## src/rtl/fpu_dispatch_unit_pkg.sv

```systemverilog
// ============================================================================
// Module  : fpu_dispatch_unit_pkg
// Brief   : Shared operation codes, FSM encodings and defaults for the FPU
//           dispatch stage.
// Revision: 1.0 - initial release
// ============================================================================
`default_nettype none

package fpu_dispatch_unit_pkg;

    localparam logic [1:0] FPU_ADD  = 2'd0;
    localparam logic [1:0] FPU_SUB  = 2'd1;
    localparam logic [1:0] FPU_MUL  = 2'd2;
    localparam logic [1:0] FPU_SQRT = 2'd3;

    typedef logic [1:0] fpd_state_t;

    localparam fpd_state_t FPD_IDLE  = 2'd0;
    localparam fpd_state_t FPD_ISSUE = 2'd1;
    localparam fpd_state_t FPD_WAIT  = 2'd2;
    localparam fpd_state_t FPD_DONE  = 2'd3;

    localparam int FPD_TIMEOUT_CYCLES = 64;

endpackage

`default_nettype wire

```

## src/rtl/fpu_dispatch_fifo.sv

```systemverilog
// ============================================================================
// Module  : fpu_dispatch_fifo
// Brief   : Small request FIFO; pointers carry one extra wrap bit so full and
//           empty are distinguishable. Head entry is presented combinationally.
// Revision: 1.0 - initial release
// ============================================================================
`default_nettype none

module fpu_dispatch_fifo #(
    parameter int DATA_W = 71,
    parameter int DEPTH  = 2
) (
    input  logic              clk,
    input  logic              rst_n,
    input  logic              i_push,
    input  logic [DATA_W-1:0] i_data,
    input  logic              i_pop,
    output logic [DATA_W-1:0] o_data,
    output logic              o_full,
    output logic              o_empty
);

    localparam int AW = $clog2(DEPTH);

    logic [DATA_W-1:0] r_mem [DEPTH];
    logic [AW:0]       r_wptr;
    logic [AW:0]       r_rptr;
    logic [AW:0]       w_ptr_diff;

    assign w_ptr_diff = r_wptr ^ r_rptr;
    assign o_empty    = (r_wptr == r_rptr);
    assign o_full     = (w_ptr_diff == {1'b1, {AW{1'b0}}});
    assign o_data     = r_mem[r_rptr[AW-1:0]];

    always_ff @(posedge clk or negedge rst_n) begin
        if (!rst_n) begin
            r_wptr <= '0;
            r_rptr <= '0;
            for (int i = 0; i < DEPTH; i++) begin
                r_mem[i] <= '0;
            end
        end else begin
            if (i_push) begin
                r_mem[r_wptr[AW-1:0]] <= i_data;
                r_wptr                <= r_wptr + 1'b1;
            end
            if (i_pop) begin
                r_rptr <= r_rptr + 1'b1;
            end
        end
    end

endmodule

`default_nettype wire

```

## src/rtl/fpu_dispatch_unit.sv

```systemverilog
// ============================================================================
// Module  : fpu_dispatch_unit
// Brief   : Issue stage ahead of the fixed-point unit: buffers tagged requests,
//           drives one op at a time into the FPU and returns result plus tag.
//           Optional WAIT timeout enabled by macro FPU_DISPATCH_TIMEOUT_EN.
// Revision: 1.0 - initial release
// ============================================================================
`default_nettype none

module fpu_dispatch_unit
    import fpu_dispatch_unit_pkg::*;
#(
    parameter int WIDTH          = 32,
    parameter int TAG_W          = 5,
    parameter int DEPTH          = 2,
    parameter int TIMEOUT_CYCLES = FPD_TIMEOUT_CYCLES
) (
    input  logic             clk,
    input  logic             reset,
    input  logic             in_valid,
    output logic             in_ready,
    input  logic [1:0]       in_operation,
    input  logic [WIDTH-1:0] in_operand_1,
    input  logic [WIDTH-1:0] in_operand_2,
    input  logic [TAG_W-1:0] in_tag,
    output logic [WIDTH-1:0] fpu_operand_1,
    output logic [WIDTH-1:0] fpu_operand_2,
    output logic [1:0]       fpu_operation,
    input  logic [WIDTH-1:0] fpu_result,
    input  logic             fpu_ready,
    output logic             out_valid,
    input  logic             out_ready,
    output logic [WIDTH-1:0] out_result,
    output logic [TAG_W-1:0] out_tag,
    output logic             out_error,
    output logic             busy
);

    localparam int PW = 2 * WIDTH + 2 + TAG_W;

    if (DEPTH < 2 || (DEPTH & (DEPTH - 1)) != 0 || TIMEOUT_CYCLES < 1) begin : g_param_check
        $error("fpu_dispatch_unit: DEPTH must be a power of two >= 2 and TIMEOUT_CYCLES >= 1");
    end

    fpd_state_t       r_state;
    fpd_state_t       w_state_nxt;

    logic [WIDTH-1:0] r_fpu_op1;
    logic [WIDTH-1:0] r_fpu_op2;
    logic [1:0]       r_fpu_opc;
    logic [TAG_W-1:0] r_tag;
    logic             r_out_valid;
    logic [WIDTH-1:0] r_out_result;
    logic [TAG_W-1:0] r_out_tag;

    logic             w_push;
    logic             w_pop;
    logic             w_capture;
    logic             w_release;
    logic             w_timeout;
    logic             w_full;
    logic             w_empty;
    logic [PW-1:0]    w_fifo_wdata;
    logic [PW-1:0]    w_fifo_rdata;

    assign in_ready     = !w_full;
    assign w_push       = in_valid && !w_full;
    assign w_fifo_wdata = {in_operation, in_operand_1, in_operand_2, in_tag};

    fpu_dispatch_fifo #(
        .DATA_W (PW),
        .DEPTH  (DEPTH)
    ) u_fifo (
        .clk     (clk),
        .rst_n   (reset),
        .i_push  (w_push),
        .i_data  (w_fifo_wdata),
        .i_pop   (w_pop),
        .o_data  (w_fifo_rdata),
        .o_full  (w_full),
        .o_empty (w_empty)
    );

`ifdef FPU_DISPATCH_TIMEOUT_EN
    localparam int CNT_W = ($clog2(TIMEOUT_CYCLES + 1) > 8) ? $clog2(TIMEOUT_CYCLES + 1) : 8;

    logic [CNT_W-1:0] r_wait_cnt;
    logic             r_out_error;

    // Fires on the last permitted WAIT cycle, so DONE is reached after exactly TIMEOUT_CYCLES waits.
    assign w_timeout = (r_state == FPD_WAIT) && !fpu_ready &&
                       (r_wait_cnt == CNT_W'(TIMEOUT_CYCLES - 1));

    always_ff @(posedge clk or negedge reset) begin
        if (!reset) begin
            r_wait_cnt  <= '0;
            r_out_error <= 1'b0;
        end else begin
            if (r_state == FPD_ISSUE) begin
                r_wait_cnt <= '0;
            end else if (r_state == FPD_WAIT) begin
                r_wait_cnt <= r_wait_cnt + 1'b1;
            end
            if (w_timeout) begin
                r_out_error <= 1'b1;
            end else if (w_release) begin
                r_out_error <= 1'b0;
            end
        end
    end

    assign out_error = r_out_error;
`else
    assign w_timeout = 1'b0;
    assign out_error = 1'b0;
`endif

    always_ff @(posedge clk or negedge reset) begin
        if (!reset) begin
            r_state <= FPD_IDLE;
        end else begin
            r_state <= w_state_nxt;
        end
    end

    always_comb begin
        w_state_nxt = r_state;
        case (r_state)
            FPD_IDLE: begin
                if (!w_empty) begin
                    w_state_nxt = FPD_ISSUE;
                end
            end
            // Single settle cycle: the FPU's ready still reflects the previous op here.
            FPD_ISSUE: begin
                w_state_nxt = FPD_WAIT;
            end
            FPD_WAIT: begin
                if (fpu_ready || w_timeout) begin
                    w_state_nxt = FPD_DONE;
                end
            end
            FPD_DONE: begin
                if (out_ready) begin
                    w_state_nxt = w_empty ? FPD_IDLE : FPD_ISSUE;
                end
            end
            default: begin
                w_state_nxt = FPD_IDLE;
            end
        endcase
    end

    always_comb begin
        w_pop     = 1'b0;
        w_capture = 1'b0;
        w_release = 1'b0;
        case (r_state)
            FPD_IDLE: begin
                w_pop = !w_empty;
            end
            FPD_WAIT: begin
                w_capture = fpu_ready;
            end
            FPD_DONE: begin
                w_release = out_ready;
                w_pop     = out_ready && !w_empty;
            end
            default: begin
                w_pop = 1'b0;
            end
        endcase
    end

    always_ff @(posedge clk or negedge reset) begin
        if (!reset) begin
            r_fpu_op1    <= '0;
            r_fpu_op2    <= '0;
            r_fpu_opc    <= '0;
            r_tag        <= '0;
            r_out_valid  <= 1'b0;
            r_out_result <= '0;
            r_out_tag    <= '0;
        end else begin
            if (w_pop) begin
                {r_fpu_opc, r_fpu_op1, r_fpu_op2, r_tag} <= w_fifo_rdata;
            end
            if (w_capture) begin
                r_out_valid  <= 1'b1;
                r_out_result <= fpu_result;
                r_out_tag    <= r_tag;
            end else if (w_timeout) begin
                r_out_valid  <= 1'b1;
                r_out_result <= '1;
                r_out_tag    <= r_tag;
            end else if (w_release) begin
                r_out_valid  <= 1'b0;
            end
        end
    end

    assign fpu_operand_1 = r_fpu_op1;
    assign fpu_operand_2 = r_fpu_op2;
    assign fpu_operation = r_fpu_opc;
    assign out_valid     = r_out_valid;
    assign out_result    = r_out_result;
    assign out_tag       = r_out_tag;
    assign busy          = !w_empty || (r_state != FPD_IDLE);

endmodule

`default_nettype wire

```

## config.mk

```make
export PLATFORM = sky130hd
export DESIGN_NAME = fpu_dispatch_unit
export DESIGN_NICKNAME = d
export VERILOG_FILES = /design/src/rtl/fpu_dispatch_unit_pkg.sv /design/src/rtl/fpu_dispatch_fifo.sv /design/src/rtl/fpu_dispatch_unit.sv
export SDC_FILE = /design/constraint.sdc
export NUM_CORES = 1
export LEC_CHECK = 0
export CAP_MARGIN = 15
export CELL_PAD_IN_SITES_DETAIL_PLACEMENT = 1
export CELL_PAD_IN_SITES_GLOBAL_PLACEMENT = 1
export CORE_MARGIN = 2
export CORE_UTILIZATION = 47
export DETAILED_ROUTE_END_ITERATION = 6
export PLACE_DENSITY_LB_ADDON = 0.1
export RECOVER_POWER = 25
export SYNTH_ARGS = -nofsm -noshare
export SYNTH_HDL_FRONTEND = slang
export SYNTH_HIERARCHICAL = 1
export SYNTH_SLANG_ARGS = --single-unit
```

## constraint.sdc

```tcl
create_clock -name clk -period 4.9 [get_ports clk]
set_input_delay 0.49 -clock clk [delete_from_list [all_inputs] [get_ports clk]]
set_output_delay 0.49 -clock clk [all_outputs]
set_load 0.01 [all_outputs]
```

==> flow_results.org, run 1 <==
** Logic synthesis
- The most common cell in the synthesized netlist is dfrtp_1.
- A synthesized cell averages approximately 17 um^2.
- Of the post-synthesis cell area, the dominant cell type holds 0.588.
- The most used flip-flop cell after synthesis is dfrtp_1.
- Post-synth top cells :: 257 x dfrtp_1, 247 x mux2_2, 70 x mux2_4
- Synth area leaders :: dfrtp_1 59%, mux2_2 25%, mux2_4 9.6%
- Sequential cell area fraction in the yosys report :: 0.588
- Async set or reset register ratio after synthesis :: 1.00
- Net count after synthesis :: 760
- In this run, synthesis inferred 0 flip-flops with an integrated enable.
- Of all cell types, the one taking the most synthesized area is dfrtp_1.
- Cells after Synth :: between 600 and 700
- In this run, synthesis produced a sequential element count of roughly 260.
- Synthesis instantiated 26 different standard cells from the library.
- Yosys printed 6 warnings.
- Combined area of all synthesized cells :: roughly 11000 um^2

** GRT
- Across every metal layer, demand over resource in global routing totals 0.204.
- Pin count of the biggest net entering global routing :: between 100 and 150
- The initial antenna violation count was 1.
- The number of global-route vias before repair was 7196.
- Overflow left after global routing :: 0
- The first global-routing pass estimated a little under 40000 um of wire.

** Setup path
- Cell with the most instances on the worst path :: nor2b_1
- The slowest stage of the critical path belongs to the cell nor2b_4.
- The critical path in this run is classified as flop to flop.
- Worst setup EP type :: flop
- CP Max Fanout :: 38
- Cell type group with the largest total delay on the critical path :: simple AND/OR/NAND/NOR gates
- In this design, the stage delay of the slowest critical-path cell is 830 ps.
- Endpoint arrival time on the critical path :: roughly 3400 ps
- STA classifies the critical path startpoint as a flop.
- Data required time of the critical path :: about 5300 ps
- Walking the worst path, the cells encountered are xor2_1 -> nor2b_1 -> nor2b_1 -> nor2b_4 -> buf_12 -> mux2_2.
- Counting both buffers and inverters, the worst setup path holds a total of 1.

** Route
- DR iter-0 viols :: around 180
- In the routed design, unresolved DRC markers number 0.
- Number of nets with antenna violations after detailed routing :: 0
- TritonRoute pass-1 iters :: 4
- Dividing the detail-routed wire length by the instance count gives ~20 um.
- Vias/cell :: a little over 5
- The final layout contains routed wiring with a total length of approximately 24000 um.
- Via count of the routed design :: just over 6k

** Cells and area
- Layout cells sized above 1 :: 0.423
- Count of fill cells added during filler insertion :: about 2.0k
- Area grow syn2layout :: 29.8%
- After the last flow step, the layout net total stands at about 1000.
- Diode insertion count for antenna repair :: 0
- Area of all placed cells without fillers :: 14200 um^2
- Measured on the finished design, the core utilization comes to 0.623.

** Pwr
- Total power consumption of the routed design :: 0.0107 W
- Cell-internal power :: roughly 0.0075 W
- Power spent charging and discharging nets :: 0.00317 W
- Of the total power, combinational logic draws 0.428.
- Of the total power, the share spent switching nets is 0.296.
- For this design the static power due to leakage is 6.09 nW.
- VDD sags by at most approximately 0.36 mV.
- Power share of the clock group :: 0.211
- Areal power density over the cells :: approximately 750 nW/um^2
- Sequential cell fraction of total power :: 0.361

** Clock tree
- Clock latency reported for the late side of the worst-skew pair :: 540 ps
- Number of post-CTS setup repair buffers :: 0
- TritonCTS clock tree :: done
- Post-CTS Resized :: 0
- Number of buffers on the longest clock path :: 3
- Level count of the clock H-tree :: 1
- Total CTS buffers :: 29
- The cell sitting at the root of the clock tree is a clkbuf_16.
- Clock tree synthesis found a total of between 200 and 300 sinks.
- Clock slew at reported path FFs :: approximately 60 ps
- The number of hold buffers added after CTS was 1.

** Outcome
- Outcome :: complete, no violations

** STA
- Clock tree skew after final layout :: 11.5 ps
- In the finished design, the share of the clock period the worst path needs comes to 0.603.
- The number of max-slew violations in the final report came to 0.
- Upper clock frequency limit :: 338 MHz
- Final Critical Period :: between 2000 and 3000 ps
- Max transition margin :: 0.254
- RSZ-0062 raised after global routing :: false
- For the pin with the worst max-slew slack, the measured transition is roughly 1100 ps.
- Hold_ws :: about 490 ps
- Setup violations remaining at the end of the flow were counted as 0.
- The count of endpoints failing hold in the final timing report was 0.
- Sum of negative setup slack :: 0 ps

** Place
- Routability-driven placement congestion ratio :: between 0.7 and 0.8
- In this run the cell area measured after placement is roughly 13000 um^2.
- PortBufs :: approximately 210
- Detailed placement finished with a half-perimeter wire length of 15500 um.

** Die
- Count of standard-cell rows :: 55
- From bottom edge to top edge, the die measures between 150 and 200 um.
- For this configuration, the core starts out at a cell density of 0.480.
- Area of the die :: 24500 um^2
- Area inside the core boundary :: 22800 um^2
- From left edge to right edge, the die measures around 160 um.
- In this run the count of I/O pins placed on the die edge is between 200 and 250.

** Job
- Maximum capacitance violations :: 0

** Worst hold path
- The path class of the tightest hold or removal check is input pin to async pin.
==> area by class of cell <==
class / count / area [um^2] / area share
clock buffers: 43 / 848 / 0.0598
clock inverters: 11 / 159 / 0.0112
inverters: 4 / 15.0 / 0.00106
multi-input cells: 352 / 4120 / 0.290
flip-flops and latches: 257 / 6430 / 0.453
well taps: 313 / 392 / 0.0276
repair buffers: 221 / 2220 / 0.157
==> path summary, 6_finish.rpt <==
kind,startpoint,endpoint,slack (ps),depth (start not counted)
worst max-delay path,u_fifo/r_wptr[0],u_fifo/r_mem[141],1950,6
worst min register to register,fpu_operand_2[10],fpu_operand_2[10],490,1
worst min-delay path,reset,u_fifo/r_mem[96],490,2
worst max register to register,u_fifo/r_wptr[0],u_fifo/r_mem[141],1950,6
max in group asynchronous,reset,u_fifo/r_rptr[0],3080,3
min in group clk,fpu_operand_2[10],fpu_operand_2[10],490,1
==> cell usage in the layout, fill, tap and decap left out, types with 4 or more instances in the layout <==
| cell type | n |
|---|---|
| buf_4 | 5 |
| clkbuf_1 | 7 |
| bufinv_16 | 4 |
| xor2_1 | 4 |
| ha_1 | 4 |
| clkinv_2 | 6 |
| clkbuf_8 | 7 |
| dfrtp_1 | 256 |
| mux2_1 | 5 |
| mux2_2 | 247 |
| mux2_4 | 70 |
| inv_1 | 4 |
| clkdlybuf4s50_1 | 212 |
| nand2_1 | 6 |
| clkbuf_16 | 29 |
==> flip-flops by register name (all words and copies together), names as in the netlist <==
name and flops:
r_state 2, out_result 32, out_tag 5, fpu_operand_2 32
fpu_operand_1 32, u_fifo/r_mem 142, out_valid 1, u_fifo/r_wptr 2
r_tag 5, u_fifo/r_rptr 2, fpu_operation 2
==> power by group through the flow <==
stage / Sequential, W / Combinational (W) / Clock (W)
2_1_floorplan: 0.00391 / 0.00304 / 0
3_3_place_gp: 0.00379 / 0.00446 / 0
3_5_place_dp: 0.00389 / 0.00463 / 0
4_1_cts: 0.00388 / 0.00466 / 0.00232
5_1_grt: 0.00401 / 0.00492 / 0.00241
6_report: 0.00387 / 0.00458 / 0.00226
==> metrics by stage <==
stage	worst slack, ps	std cells
global placement	1840	1146
CTS	1920	1201
detailed placement	1820	1146
floorplan	2910	648
finish	1950	1201
global route	1750	1201
==> cell families (layout without fill, tap and decap cells) <==
kind of cell | Yosys count | after routing | share of synthesized area
AOI/OAI and AO/OA | 4 | 4 | 0.00286
and+or+nand+nor | 15 | 15 | 0.00846
other | 1 | 1 | 0.000343
adders and majority gates | 4 | 4 | 0.00457
buffers and inverters | 39 | 279 | 0.0357
DFF | 257 | 257 | 0.588
xor gates and xnor gates | 6 | 6 | 0.00480
muxes | 322 | 322 | 0.355
==> metal layers <==
| metal | global-route usage | share of wire | wire, um |
|---|---|---|---|
| met1 | 0.254 | 0.41 | 10100 |
| met2 | 0.366 | 0.52 | 12600 |
| met3 | 0.0457 | 0.056 | 1360 |
| met4 | 0.0371 | 0.012 | 295 |
| met5 | 0 | 0.00053 | 13 |
No activity file was read; power rests on OpenSTA's default activity.
==> inputs of run 2 (changes only) <==
--- a/config.mk
+++ b/config.mk
@@ -9,7 +9,7 @@
 export CELL_PAD_IN_SITES_DETAIL_PLACEMENT = 1
 export CELL_PAD_IN_SITES_GLOBAL_PLACEMENT = 1
 export CORE_MARGIN = 2
-export CORE_UTILIZATION = 47
+export CORE_UTILIZATION = 39
 export DETAILED_ROUTE_END_ITERATION = 6
 export PLACE_DENSITY_LB_ADDON = 0.1
 export RECOVER_POWER = 25
==> constraint.sdc (replaced) <==
create_clock -name clk -period 2.7 [get_ports clk]
set_input_delay 0.27 -clock clk [delete_from_list [all_inputs] [get_ports clk]]
set_output_delay 0.27 -clock clk [all_outputs]
set_load 0.01 [all_outputs]
==> run 2 against run 1 <==
Count of clock-buffer cells in the layout unchanged. Clock skew decreased by 2.4 ps. Sequential power increased by 81%. Register-to-register slack got worse by 1500 ps. Flip-flop and latch count unchanged. Highest routed layer is now met4. Final cell count increased by 5.9%. First-iteration DRC count increased by 49%.
==> flow_results.org, run 2 (same netlist as run 1, synthesis figures left out) <==
** GRT
- Pin count of the biggest net entering global routing :: 84 (was 127)
- Global-route wire length before repair :: 39200 um (was 39400 um)
- Number of global-route vias before repair :: 7084 (was 7196)
- The residual overflow from global routing is 0 (unchanged).
- Antenna violations before repair :: 1 (unchanged)
- GRT Total Usage :: 0.170 (was 0.204)

** STA
- Of the available clock period, the critical path in the final layout requires 0.930.
- Total of endpoints with negative setup slack in the final report :: 0 (unchanged)
- Final Max Tran Viols :: 0 (unchanged)
- Clock tree skew after final layout :: 9.04 ps (was 11.5 ps)
- RSZ-0062 raised after global routing: false (unchanged).
- Max transition margin :: 0.249 (was 0.254)
- Sum of negative setup slack :: 0 ps (unchanged)
- Final Critical Period :: roughly 2500 ps
- Upper clock frequency limit :: 398 MHz
- The count of endpoints failing hold in the final timing report came to 0 (unchanged).
- The post-route worst hold slack was 329 ps (was 489 ps).
- Actual slew at the worst max-slew pin :: 1130 ps (was 1120 ps)

** Job
- The reported max-cap violation count came to 0 (unchanged).

** Die
- Top-level I/O count :: 215 (unchanged)
- Initial cell density of the core :: 0.395 (was 0.480)
- The placeable core region is 27700 um^2 (was 22800 um^2).
- Area of the die :: 29400 um^2 (was 24500 um^2)
- Chip height :: 171 um (was 157 um)
- Horiz. Die Dim :: 171 um (was 157 um)
- Count of standard-cell rows :: 61 (was 55)

** Setup path
- The beginning of the worst register-to-register path was u_fifo/r_wptr[0] (unchanged).
- The required time of the critical path was 2430 ps (was 5320 ps).
- Crit Reg-Reg Endpoint :: u_fifo/r_mem[102] (was u_fifo/r_mem[141])
- Worst setup EP type :: output pin (was flop)
- The internal reg-to-reg setup slack is 420 ps (was 1950 ps).
- R2R depth :: 6 (unchanged)
- The startpoint type of the worst setup path is a flop (unchanged).
- Critical path class :: flop to output pin (was flop to flop)
- The launch point of the critical path was u_fifo/r_wptr[0] (unchanged).
- CP Max Fanout :: 4 (was 38)
- The arrival time reported for the critical path endpoint came to 2240 ps (was 3370 ps).

** Clock tree
- The clock tree from TritonCTS was done (unchanged).
- The number of sinks on the clock net came to 257 (unchanged).
- The latest clock arrival within the worst-skew pair is 530 ps (was 540 ps).
- Number of buffers on the longest clock path :: 3 (unchanged)
- Total CTS buffers :: 28 (was 29)
- The clock root buffer was clkbuf_16 (unchanged).
- Post-CTS Resized :: 0 (unchanged)
- The hold-fix buffer count after cts was 1 (unchanged).
- The setup fix buffers added after clock tree synthesis is 0 (unchanged).
- Clock slew at reported path FFs :: 60 ps (about the same)
- Level count of the clock H-tree :: 1 (unchanged)

** Cells and area
- Count of fill cells added during filler insertion :: 2668 (was 2046)
- Layout cells sized above 1 :: 0.422 (was 0.423)
- The final core area utilization came to 0.515 (was 0.623).
- The number of flip-flops under the largest register name is 142 (unchanged).
- Area grow syn2layout :: 30.4% (was 29.8%)
- Most common cell after layout, fill and taps aside :: dfrtp_1 (unchanged)
- Most frequent cells in the layout :: 256 x dfrtp_1, 247 x mux2_2, 212 x clkdlybuf4s50_1, 70 x mux2_4, 29 x clkbuf_16 (unchanged)
- The number of standard cells in the final layout excluding fillers is 1272 (was 1201).
- The largest register by flop count is u_fifo/r_mem (unchanged).
- The final-stage net count was 984 (was 977).
- The final standard cell area without fillers is 14300 um^2 (was 14200 um^2).

** Route
- TritonRoute pass-1 iters :: 4 (unchanged)
- The remaining routing DRC violations is 0 (unchanged).
- DR iter-0 viols :: 262 (was 176)
- Vias/cell :: 4.84 (was 5.06)
- The total number of vias is 6162 (was 6075).
- Routed len/inst :: 19.3 um (was 20.3 um)
- The final routed wirelength across all metal layers came to 24600 um (was 24400 um).
- The remaining antenna violation count after routing came to 0 (unchanged).

** Place
- The standard cell area after detailed placement is 13400 um^2 (was 13200 um^2).
- The placer congestion estimate was 0.729 (was 0.716).
- The count of buffers inserted at the top-level ports was 213 (unchanged).
- The cell count after placement was 1219 (was 1146).
- The placed wire-length estimate came to 16400 um (was 15500 um).

** Pwr
- Power share of the clock group :: 0.191 (was 0.211)
- The leakage power of the design was 6.08 nW (was 6.09 nW).
- The largest vdd supply drop was 0.458 mV (was 0.363 mV).
- Cell-internal power :: 0.0134 W (was 0.00753 W)
- Proportion of power drawn by combinational gates :: 0.442 (was 0.428)
- Areal power density over the cells :: 1340 nW/um^2 (was 754 nW/um^2)
- The power share of the sequential group is 0.367 (was 0.361).
- Power spent charging and discharging nets :: 0.00566 W (was 0.00317 W)
- Fraction of power spent switching nets :: 0.297 (was 0.296)

** Outcome
- Outcome: complete, no violations (unchanged).

** Worst hold path
- The type of the tightest min-delay check is input pin to async pin (unchanged).
-- run 2: changes by cell type in the layout (fill, tap and decap cells not counted), sizes merged --
cell    change
buf         +6
bufinv      -3
clkbuf      +2
clkinv      +1
diode       +1
inv         -1
-- run 2: worst max-delay path by stage --
| stage | to | slack (ps) | depth (start not counted) |
|---|---|---|---|
| after floorplan | u_fifo/r_mem[100] | 710 | 8 |
| after global placement | u_fifo/r_mem[85] | 530 | 6 |
| after detailed placement | u_fifo/r_mem[102] | 430 | 6 |
| after CTS | busy | 170 | 4 |
| after global routing | busy | 80 | 4 |
| final | busy | 190 | 4 |
-- run 2: metal layers --
layer	part of all wire	track usage	vias up
li1	-	-	2752
met1	0.43	0.218	3234
met2	0.50	0.294	148
met3	0.056	0.0341	28
met4	0.017	0.0416	0
met5	0	0	-
-- run 2: worst max-delay path, cell delays in order (launching register included) --
cell and delay [ps]:
dfrtp_1 470, xor2_1 200, nor2_1 330, nand2_1 160
clkdlybuf4s50_1 550
-- run 2: through the flow --
step | total power, W | setup slack (ps)
2_1_floorplan | 0.0126 | 711
6_report | 0.0190 | 189
4_1_cts | 0.0194 | 173
3_5_place_dp | 0.0156 | 434
3_3_place_gp | 0.0152 | 535
5_1_grt | 0.0203 | 80.6
-- run 2: final cells by class --
cell class / instances / area [um^2] / share of cell area
Clock buffer: 43 / 818 / 0.0574
Multi-Input combinational cell: 352 / 4120 / 0.289
Tap cell: 378 / 473 / 0.0332
Timing Repair Buffer: 229 / 2330 / 0.163
Inverter: 4 / 15.0 / 0.00105
Antenna cell: 1 / 2.50 / 0.000175
Sequential cell: 257 / 6430 / 0.451
Clock inverter: 8 / 65.1 / 0.00456
-- run 2: power groups by stage --
stage	clock [W]	sequential, W	combinational (W)
floorplan	0	0.00709	0.00551
global placement	0	0.00688	0.00827
detailed placement	0	0.00705	0.00858
CTS	0.00377	0.00701	0.00860
global route	0.00395	0.00726	0.00908
finish	0.00363	0.00699	0.00842
==> inputs of run 3 (changes only) <==
--- a/config.mk
+++ b/config.mk
@@ -10,6 +10,7 @@
 export CELL_PAD_IN_SITES_GLOBAL_PLACEMENT = 1
 export CORE_MARGIN = 2
 export CORE_UTILIZATION = 39
+export CTS_CLUSTER_DIAMETER = 60
 export DETAILED_ROUTE_END_ITERATION = 6
 export PLACE_DENSITY_LB_ADDON = 0.1
 export RECOVER_POWER = 25
==> run 3 against run 2 <==
Fmax up 0.97%. Critical path type unchanged. Hold slack lost 1.0 ps. Die area stayed put. Global-route usage is essentially flat. First-iteration DRC count shrank 0.76%. Largest cell class unchanged. Critical path depth unchanged.
==> flow_results.org, run 3 (same netlist as run 1, synthesis figures left out) <==
** Setup path
- Cell type group with the largest total delay on the critical path :: buffers and inverters (unchanged)
- The required time of the critical path was 2430 ps (about the same).
- The end of the worst register-to-register path is u_fifo/r_mem[102] (unchanged).
- Critical path class :: flop to output pin (unchanged)
- The number of cells on the worst reg-to-reg path came to 6 (unchanged).
- The internal reg-to-reg setup slack was 440 ps (was 420 ps).
- The cell with the biggest individual delay on the critical path is clkdlybuf4s50_1 (unchanged).
- Beginning of the worst register-to-register path :: u_fifo/r_wptr[0] (unchanged)
- Number of buffers and inverters on the critical path :: 1 (unchanged)
- Worst path max stage delay :: 550 ps (about the same)
- The arrival time reported for the critical path endpoint is 2220 ps (was 2240 ps).
- CP Cell Sequence :: xor2_1 -> nor2_1 -> nand2_1 -> clkdlybuf4s50_1 (unchanged)
- The startpoint type of the worst setup path is a flop (unchanged).
- Worst setup EP type :: output pin (unchanged)
- CP Max Fanout :: 4 (unchanged)

** Die
- The effective utilization at floorplan was 0.395 (unchanged).
- The standard-cell row count came to 61 (unchanged).
- Horiz. Die Dim :: 171 um (unchanged)
- Top-level I/O count :: 215 (unchanged)
- Chip height :: 171 um (unchanged)
- Area inside the core boundary :: 27700 um^2 (unchanged)
- The floorplan die area came to 29400 um^2 (unchanged).

** Worst hold path
- Type of the tightest min-delay check :: input pin to async pin (unchanged)

** Clock tree
- Clock root buffer :: clkbuf_16 (unchanged)
- Clock slew at reported path FFs :: 60 ps (about the same)
- Number of buffers on the longest clock path :: 3 (unchanged)
- The clock tree from TritonCTS is done (unchanged).
- The latest clock arrival within the worst-skew pair is 530 ps (about the same).
- The number of H-tree levels is 1 (unchanged).
- Total CTS buffers :: 29 (was 28)
- Post-CTS Resized :: 0 (unchanged)
- The number of sinks on the clock net was 257 (unchanged).

** Route
- The number of iterations in the first detailed-routing pass is 4 (unchanged).
- The average wire per cell in the routed design was 19.5 um (was 19.3 um).
- Vias/cell :: 4.84 (about the same)
- Via count of the routed design :: 6157 (was 6162)
- Total wirelength of the detailed-routed design :: 24800 um (was 24600 um)
- The remaining routing DRC violations was 0 (unchanged).
- Number of nets with antenna violations after detailed routing :: 0 (unchanged)
- The first-iteration detailed-routing DRC count was 260 (was 262).

** Cells and area
- Largest register FFs :: 142 (unchanged)
- The final core area utilization came to 0.514 (was 0.515).
- Most frequent cells in the layout :: 256 x dfrtp_1, 247 x mux2_2, 212 x clkdlybuf4s50_1, 70 x mux2_4, 29 x clkbuf_16 (unchanged)
- The leading cell type in the layout, fill and taps excluded is dfrtp_1 (unchanged).
- Net count reported at finish :: 985 (was 984)
- The largest register by flop count is u_fifo/r_mem (unchanged).
- Count of fill cells added during filler insertion :: 2676 (was 2668)
- Layout cells sized above 1 :: 0.420 (was 0.422)
- The synthesis-to-finish area growth came to 30.2% (was 30.4%).

** GRT
- The residual overflow from global routing came to 0 (unchanged).
- Global-route wire length before repair :: 39300 um (was 39200 um)
- The number of global-route vias before repair was 7070 (was 7084).
- The initial antenna violation count was 1 (unchanged).
- GRT Total Usage :: 0.170 (about the same)
- The maximum number of pins on one net before global-route repair came to 84 (unchanged).

** Place
- Routability-driven placement congestion ratio :: 0.729 (unchanged)
- The count of buffers inserted at the top-level ports came to 213 (unchanged).
- The placed wire-length estimate is 16400 um (unchanged).

** Outcome
- Outcome :: complete, no violations (unchanged)

** STA
- Post-route fraction of the period consumed by the critical path :: 0.921 (was 0.930)
- Sum of negative setup slack :: 0 ps (unchanged)
- Final number of hold-violating endpoints :: 0 (unchanged)
- Actual slew at the worst max-slew pin :: 1130 ps (about the same)
- Final Max Tran Viols :: 0 (unchanged)
- The largest clock skew in the final design came to 9.62 ps (was 9.04 ps).
- The worst slew slack as a fraction of its limit was 0.247 (was 0.249).
- RSZ-0062 raised after global routing :: false (unchanged)
- Upper clock frequency limit :: 402 MHz (was 398 MHz)
- The final critical delay including setup and external delays is 2490 ps (was 2510 ps).
- The total setup violations reported at the end of the flow came to 0 (unchanged).

** Pwr
- The largest vdd supply drop is 0.463 mV (was 0.458 mV).
- Lkg Pwr :: 6.06 nW (was 6.08 nW)
- Areal power density over the cells :: 1340 nW/um^2 (about the same)

** Job
- Maximum capacitance violations :: 0 (unchanged)
==> run 3: metrics by stage <==
| stage | total power (W) | cells | hold slack (ps) | setup WS [ps] | instance area, um^2 |
|---|---|---|---|---|---|
| floorplan | 0.0126 | 648 | -25.6 | 711 | 10900 |
| global route | 0.0203 | 1271 | 356 | 94.6 | 14200 |
| detailed placement | 0.0156 | 1219 | 322 | 434 | 13400 |
| finish | 0.0190 | 1272 | 328 | 213 | 14200 |
| global placement | 0.0152 | 1219 | 311 | 535 | 13400 |
| CTS | 0.0194 | 1271 | 341 | 179 | 14300 |
==> run 3: power breakdown <==
| group | leakage (nW) | total [W] | switching [W] | internal [W] |
|---|---|---|---|---|
| sequential | 3.04 | 0.00699 | 0.00109 | 0.00591 |
| combinational | 2.59 | 0.00843 | 0.00312 | 0.00531 |
| clock | 0.427 | 0.00362 | 0.00147 | 0.00215 |
| total | 6.06 | 0.0190 | 0.00567 | 0.0134 |
==> run 3: timing repair <==
item,CTS,global route
setup buffers,0,0
hold endpoints to repair,79,0
hold buffers,1,0
endpoints found under the setup margin,0,0
==> run 3: metal layers <==
metal,global-route usage,wire length (um),vias to the layer above
met2,0.294,12300,151
li1,-,-,2746
met5,0,0,-
met3,0.0341,1400,33
met1,0.221,10600,3227
met4,0.0391,439,0
==> run 3: cell type report <==
class	count	area, um^2	share of cell area
Antenna cell	1	2.50	0.000176
Clock buffer	44	812	0.0570
Clock inverter	7	62.6	0.00439
Inverter	4	15.0	0.00105
Multi-Input combinational cell	352	4120	0.290
Sequential cell	257	6430	0.452
Tap cell	378	473	0.0332
Timing Repair Buffer	229	2320	0.163
==> run 3: how the worst max path moves through the flow <==
stage               depth (start not counted)             start                end
detailed placement                          6  u_fifo/r_wptr[0]  u_fifo/r_mem[102]
CTS                                         4  u_fifo/r_wptr[0]               busy
floorplan                                   8  u_fifo/r_rptr[0]  u_fifo/r_mem[100]
global placement                            6  u_fifo/r_wptr[0]   u_fifo/r_mem[85]
global route                                4  u_fifo/r_wptr[0]               busy
finish                                      4  u_fifo/r_wptr[0]               busy
